## config.mk

```make
export PLATFORM = sky130hd
export DESIGN_NAME = multicycle_control
export DESIGN_NICKNAME = d
export VERILOG_FILES = /design/src/rtl/multicycle_pkg.sv /design/src/rtl/multicycle_opdecode.sv /design/src/rtl/multicycle_control.sv
export SDC_FILE = /design/constraint.sdc
export NUM_CORES = 1
export LEC_CHECK = 0
export ABC_AREA = 1
export ABC_CLOCK_PERIOD_IN_PS = 4800
export CELL_PAD_IN_SITES_DETAIL_PLACEMENT = 1
export CELL_PAD_IN_SITES_GLOBAL_PLACEMENT = 2
export CORE_ASPECT_RATIO = 1.75
export CORE_MARGIN = 3
export CORE_UTILIZATION = 24
export DETAILED_ROUTE_END_ITERATION = 16
export PLACE_DENSITY = 0.94
export REMOVE_ABC_BUFFERS = 1
export SLEW_MARGIN = 10
export SYNTH_ARGS = -nofsm -noshare
export SYNTH_HDL_FRONTEND = slang
export SYNTH_SLANG_ARGS = --single-unit
```

## constraint.sdc

```tcl
create_clock -name clk -period 4.8 [get_ports clk]
set_clock_uncertainty 0.1 [all_clocks]
set_input_delay 0.72 -clock clk [delete_from_list [all_inputs] [get_ports clk]]
set_output_delay 0.72 -clock clk [all_outputs]
set_load 0.1 [all_outputs]
```

## src/rtl/multicycle_pkg.sv

```systemverilog
// multicycle_pkg: opcodes, state/class encodings and datapath select codes for the multicycle controller
package multicycle_pkg;
  localparam logic [5:0] OP_NOOP = 6'b000000;
  localparam logic [5:0] OP_MOV  = 6'b010000;
  localparam logic [5:0] OP_ADD  = 6'b010010;
  localparam logic [5:0] OP_SUB  = 6'b010011;
  localparam logic [5:0] OP_OR   = 6'b010100;
  localparam logic [5:0] OP_AND  = 6'b010101;
  localparam logic [5:0] OP_ADDI = 6'b110010;
  localparam logic [5:0] OP_SUBI = 6'b110011;
  localparam logic [5:0] OP_ORI  = 6'b110100;
  localparam logic [5:0] OP_ANDI = 6'b110101;
  localparam logic [5:0] OP_BEQ  = 6'b100000;
  localparam logic [5:0] OP_LI   = 6'b111001;
  localparam logic [5:0] OP_LWI  = 6'b111011;
  localparam logic [5:0] OP_SWI  = 6'b111100;
  typedef enum logic [2:0] {S_IDLE, S_FETCH, S_DECODE, S_EXEC, S_BRANCH, S_MEM, S_WB} state_t;
  typedef enum logic [2:0] {C_NOOP, C_ALUR, C_ALUI, C_BEQ, C_LWI, C_SWI, C_LI} cls_t;
  localparam logic [2:0] ALU_ADD    = 3'd0;
  localparam logic [2:0] ALU_SUB    = 3'd1;
  localparam logic [2:0] ALU_OR     = 3'd2;
  localparam logic [2:0] ALU_AND    = 3'd3;
  localparam logic [2:0] ALU_PASS_A = 3'd4;
  localparam logic [1:0] SA_PC    = 2'd0;
  localparam logic [1:0] SA_A     = 2'd1;
  localparam logic [1:0] SA_OLDPC = 2'd2;
  localparam logic [1:0] SB_B    = 2'd0;
  localparam logic [1:0] SB_ONE  = 2'd1;
  localparam logic [1:0] SB_SEXT = 2'd2;
  localparam logic [1:0] SB_ZEXT = 2'd3;
  localparam logic [1:0] M2R_ALU = 2'd0;
  localparam logic [1:0] M2R_MDR = 2'd1;
  localparam logic [1:0] M2R_IMM = 2'd2;
endpackage

```

## src/rtl/multicycle_opdecode.sv

```systemverilog
// multicycle_opdecode: maps an opcode to instruction class, ALU operation, immediate extension and legality
module multicycle_opdecode
  import multicycle_pkg::*;
#(
  parameter int OP_W = 6
) (
  input  logic [OP_W-1:0] opcode,
  output logic [2:0]      cls,
  output logic [2:0]      alu_op,
  output logic            imm_zext,
  output logic            legal
);
  always_comb begin
    cls = C_NOOP;
    alu_op = ALU_ADD;
    imm_zext = 1'b0;
    legal = 1'b1;
    case (opcode)
      OP_NOOP: ;
      OP_MOV:  begin cls = C_ALUR; alu_op = ALU_PASS_A; end
      OP_ADD:  cls = C_ALUR;
      OP_SUB:  begin cls = C_ALUR; alu_op = ALU_SUB; end
      OP_OR:   begin cls = C_ALUR; alu_op = ALU_OR; end
      OP_AND:  begin cls = C_ALUR; alu_op = ALU_AND; end
      OP_ADDI: cls = C_ALUI;
      OP_SUBI: begin cls = C_ALUI; alu_op = ALU_SUB; end
      OP_ORI:  begin cls = C_ALUI; alu_op = ALU_OR; imm_zext = 1'b1; end
      OP_ANDI: begin cls = C_ALUI; alu_op = ALU_AND; imm_zext = 1'b1; end
      OP_BEQ:  cls = C_BEQ;
      OP_LI:   cls = C_LI;
      OP_LWI:  cls = C_LWI;
      OP_SWI:  cls = C_SWI;
      default: legal = 1'b0;
    endcase
  end
endmodule

```

## src/rtl/multicycle_control.sv

```systemverilog
// multicycle_control: start-gated FETCH/DECODE/EXEC/BRANCH/MEM/WB sequencer driving the datapath controls
module multicycle_control
  import multicycle_pkg::*;
#(
  parameter int CNT_W = 16,
  parameter int OP_W  = 6
) (
  input  logic             clk,
  input  logic             rst,
  input  logic             start,
  input  logic [OP_W-1:0]  opcode,
  input  logic             zero,
  output logic             ir_write,
  output logic             pc_write,
  output logic             pc_src,
  output logic             old_pc_write,
  output logic [1:0]       alu_src_a,
  output logic [1:0]       alu_src_b,
  output logic [2:0]       alu_op,
  output logic             mem_read,
  output logic             mem_write,
  output logic             reg_write,
  output logic [1:0]       mem_to_reg,
  output logic             busy,
  output logic             illegal,
  output logic [CNT_W-1:0] instr_count
);
  state_t state, nxt;
  logic [2:0] cls, dec_op;
  logic imm_zext, legal, done;
  multicycle_opdecode #(.OP_W(OP_W)) u_dec (
    .opcode  (opcode),
    .cls     (cls),
    .alu_op  (dec_op),
    .imm_zext(imm_zext),
    .legal   (legal)
  );
  always_comb begin
    done = state == S_BRANCH || state == S_WB || (state == S_MEM && cls == C_SWI) ||
           (state == S_DECODE && cls == C_NOOP);
    nxt = state == S_FETCH ? S_DECODE :
          (state == S_EXEC || state == S_MEM) ? S_WB :
          state != S_DECODE ? S_IDLE :
          cls == C_BEQ ? S_BRANCH :
          cls == C_LI ? S_WB :
          (cls == C_LWI || cls == C_SWI) ? S_MEM : S_EXEC;
    nxt = (done || state == S_IDLE) ? (start ? S_FETCH : S_IDLE) : nxt;
  end
  always_ff @(posedge clk)
    if (!rst) begin
      state <= S_IDLE;
      instr_count <= '0;
    end else begin
      state <= nxt;
      instr_count <= instr_count + CNT_W'(done);
    end
  always_comb begin
    ir_write = state == S_FETCH;
    old_pc_write = state == S_FETCH;
    pc_src = state == S_BRANCH && zero;
    pc_write = state == S_FETCH || (state == S_BRANCH && zero);
    alu_src_a = state == S_DECODE ? SA_OLDPC : (state == S_EXEC || state == S_BRANCH) ? SA_A : SA_PC;
    alu_src_b = state == S_FETCH ? SB_ONE :
                state == S_DECODE ? SB_SEXT :
                (state == S_EXEC && cls == C_ALUI) ? (imm_zext ? SB_ZEXT : SB_SEXT) : SB_B;
    alu_op = state == S_EXEC ? dec_op : state == S_BRANCH ? ALU_SUB : ALU_ADD;
    mem_read = state == S_MEM && cls == C_LWI;
    mem_write = state == S_MEM && cls == C_SWI;
    reg_write = state == S_WB;
    mem_to_reg = state != S_WB ? M2R_ALU : cls == C_LWI ? M2R_MDR : cls == C_LI ? M2R_IMM : M2R_ALU;
    busy = state != S_IDLE;
    illegal = state == S_DECODE && !legal;
  end
endmodule

```

==> results.json <==
{
  "cts_max_path_buffers": 2,
  "synth_top_cell_by_area": "dfxtp_1",
  "startpoint_type": "input pin",
  "yosysSeqAreaShare_pct": 32.8,
  "hold_path_class": "flop to flop",
  "crit_fanout": 5,
  "postSynthAreaPerCell_um2": 6.48,
  "grt_pass1_vias": 1405,
  "maxCapViolCount": 0,
  "critPathArrivalTime_ns": 2.80,
  "port_buffers": 43,
  "endpoint": "alu_op[1]",
  "track_usage_pct": 13.3,
  "p_leak_nw": 0.688,
  "viasPerCell": 4.81,
  "fin_crit_sh_pct": 75.4,
  "syn_area_um2": 1160,
  "fin_nets": 237,
  "utilization_pct": 36.8,
  "power_density_nw_per_um2": 258,
  "drive_gt1_share_pct": 10.3,
  "endpoint_kind": "output pin",
  "peakVddDrop_mv": 0.155,
  "postSynthCellCount": 179,
  "gp_congestion": 0.831,
  "status": "complete, no violations",
  "die_x_um": 58.6,
  "max_slew_margin_pct": 33.3,
  "area_growth_pct": 43.6,
  "cts_max_level": 1,
  "dr.first_iter.drc_count": 27,
  "timing.rr.start": "state[2]",
  "postCtsSetupBuffers": 0,
  "holdBufCountCts": 0,
  "dp_hpwl_mm": 3.02,
  "finalPower_mw": 0.430,
  "period_minus_slack_ns": 3.62,
  "rsz0062_at_grt": "false",
  "grt_pass1_wl_mm": 6.04,
  "n_antenna_cell": 0,
  "worstReg2RegEnd": "instr_count[14]",
  "ant_nets": 0,
  "top_level_ports": 44,
  "critPathLaunch": "opcode[1]",
  "path_class": "input pin to output pin",
  "slew_violations": 0,
  "die_area_um2": 5740,
  "yosys_warnings": 0,
  "setup_violations": 0,
  "required_ns": 3.98,
  "fp.dieH_um": 98.0,
  "grt_max_degree": 13,
  "clk_pin_slew_ns": 0.07,
  "overflow": 0,
  "r2r_cells": 13,
  "post_drt_wl_per_cell_um": 12.8,
  "root_buffer": "clkbuf_8",
  "clk_latency_ns": 0.25,
  "cts_buffers": 3,
  "drt_wl_total_mm": 3.52,
  "synth_common_cells": "nand2_1 (34), nor2_1 (34), inv_1 (28), dfxtp_1 (19), a21oi_1 (11)",
  "ys_seq_elements": 19,
  "initial_core_util_pct": 25.6,
  "synthArstFlopShare_pct": 0,
  "cts.sinks": 19,
  "cts_tree": "yes",
  "ctsResizeCount": 0,
  "synth_top_cell_area_share_pct": 32.8,
  "worstMarginPinSlew_ns": 0.997,
  "first_pass_iters": 4,
  "synth_area_leaders": "dfxtp_1 (33%), nand2_1 (11%), nor2_1 (11%)",
  "antenna_found_initial": 0,
  "core_area_um2": 4520,
  "r2r_slack_ns": 2.34,
  "placementRows": 32,
  "route.vias.total": 1324,
  "synth_edf_count": 0,
  "ys.flop_type": "dfxtp_1",
  "finalHoldViolations": 0,
  "fmax_mhz": 276,
  "synth.distinct_cells": 25,
  "route.detailed.drc": 0
}
## critical path: stages
cell             delay [ns]
clkdlybuf4s50_1        0.50
nor2_1                 0.20
nand2_1                0.12
nor2_1                 0.11
clkdlybuf4s50_1        1.14
## power by group
group          switching (mW)  leakage (nW)  internal (mW)  total, mW
logic                   0.119         0.512         0.0356      0.154
clock network          0.0518        0.0228         0.0590      0.111
registers             0.00441         0.153          0.161      0.165
total                   0.175         0.688          0.255      0.430
## metal layers
metal	vias to the layer above	part of all wire, %	global-route usage [%]
met5	-	0	0
met3	7	4.0	1.32
met2	36	57	26.7
met4	0	2.2	5.00
met1	615	36	12.8
li1	666	-	-
## layout by cell type, fill, tap and decap left out
cell,instances
and2_1,1
nand3b_1,1
o21a_1,2
nand3_1,9
nor3_1,7
clkbuf_8,3
a41oi_1,1
xor2_1,1
nor2_2,1
o21ai_1,1
clkdlybuf4s50_1,34
ha_1,2
o21ai_0,10
nand4_1,4
inv_1,28
nor3_2,1
nor2_1,34
inv_2,1
nand2_1,34
buf_4,9
or2_2,1
nor4_1,1
nor3_4,3
nand3_2,4
clkbuf_1,1
dfxtp_1,19
a21oi_1,11
## flip-flops by register name, indices dropped and copies added (netlist names)
signal,cells
instr_count,16
state,3
## cell type report
cell class / count / area [µm²]
clock buffer: 4 / 45.0
fill: 575 / 2860
inverter: 29 / 109
multi-input combinational: 129 / 659
sequential: 19 / 380
tap: 51 / 63.8
timing repair buffer: 43 / 408
## worst min-delay path by stage
stage                               start               to  cells after the start
after floorplan                  state[1]         state[1]                      3
after global placement    instr_count[15]  instr_count[15]                      2
after detailed placement  instr_count[15]  instr_count[15]                      2
after CTS                 instr_count[15]  instr_count[15]                      2
after global routing      instr_count[15]  instr_count[15]                      2
final                     instr_count[15]  instr_count[15]                      2
## cell families (layout without fill, tap and decap cells)
logic type               Yosys count  count (layout)  synth area share (%)
flip-flops                        19              19                  32.8
AO/OA/AOI/OAI                     25              25                  11.5
XOR/XNOR                           1               1                 0.755
AND/OR/NAND/NOR                  101             101                  42.4
buffers and inverters             31              76                  10.4
adder cells (fa/ha/maj)            2               2                  2.16
## metrics by stage
| stage | worst slack, ns | std cells | hold WS, ns | setup TNS, ns | area [µm²] |
|---|---|---|---|---|---|
| after detailed placement | 1.17 | 271 | 0.365 | 0 | 1620 |
| after floorplan | -2.07 | 177 | 0.571 | -6.05 | 1150 |
| after global routing | 1.08 | 275 | 0.401 | 0 | 1670 |
| final | 1.18 | 275 | 0.368 | 0 | 1670 |
| after CTS | 1.16 | 275 | 0.375 | 0 | 1670 |
| after global placement | 1.18 | 271 | 0.352 | 0 | 1620 |
No activity file was read; power rests on OpenSTA's default activity.
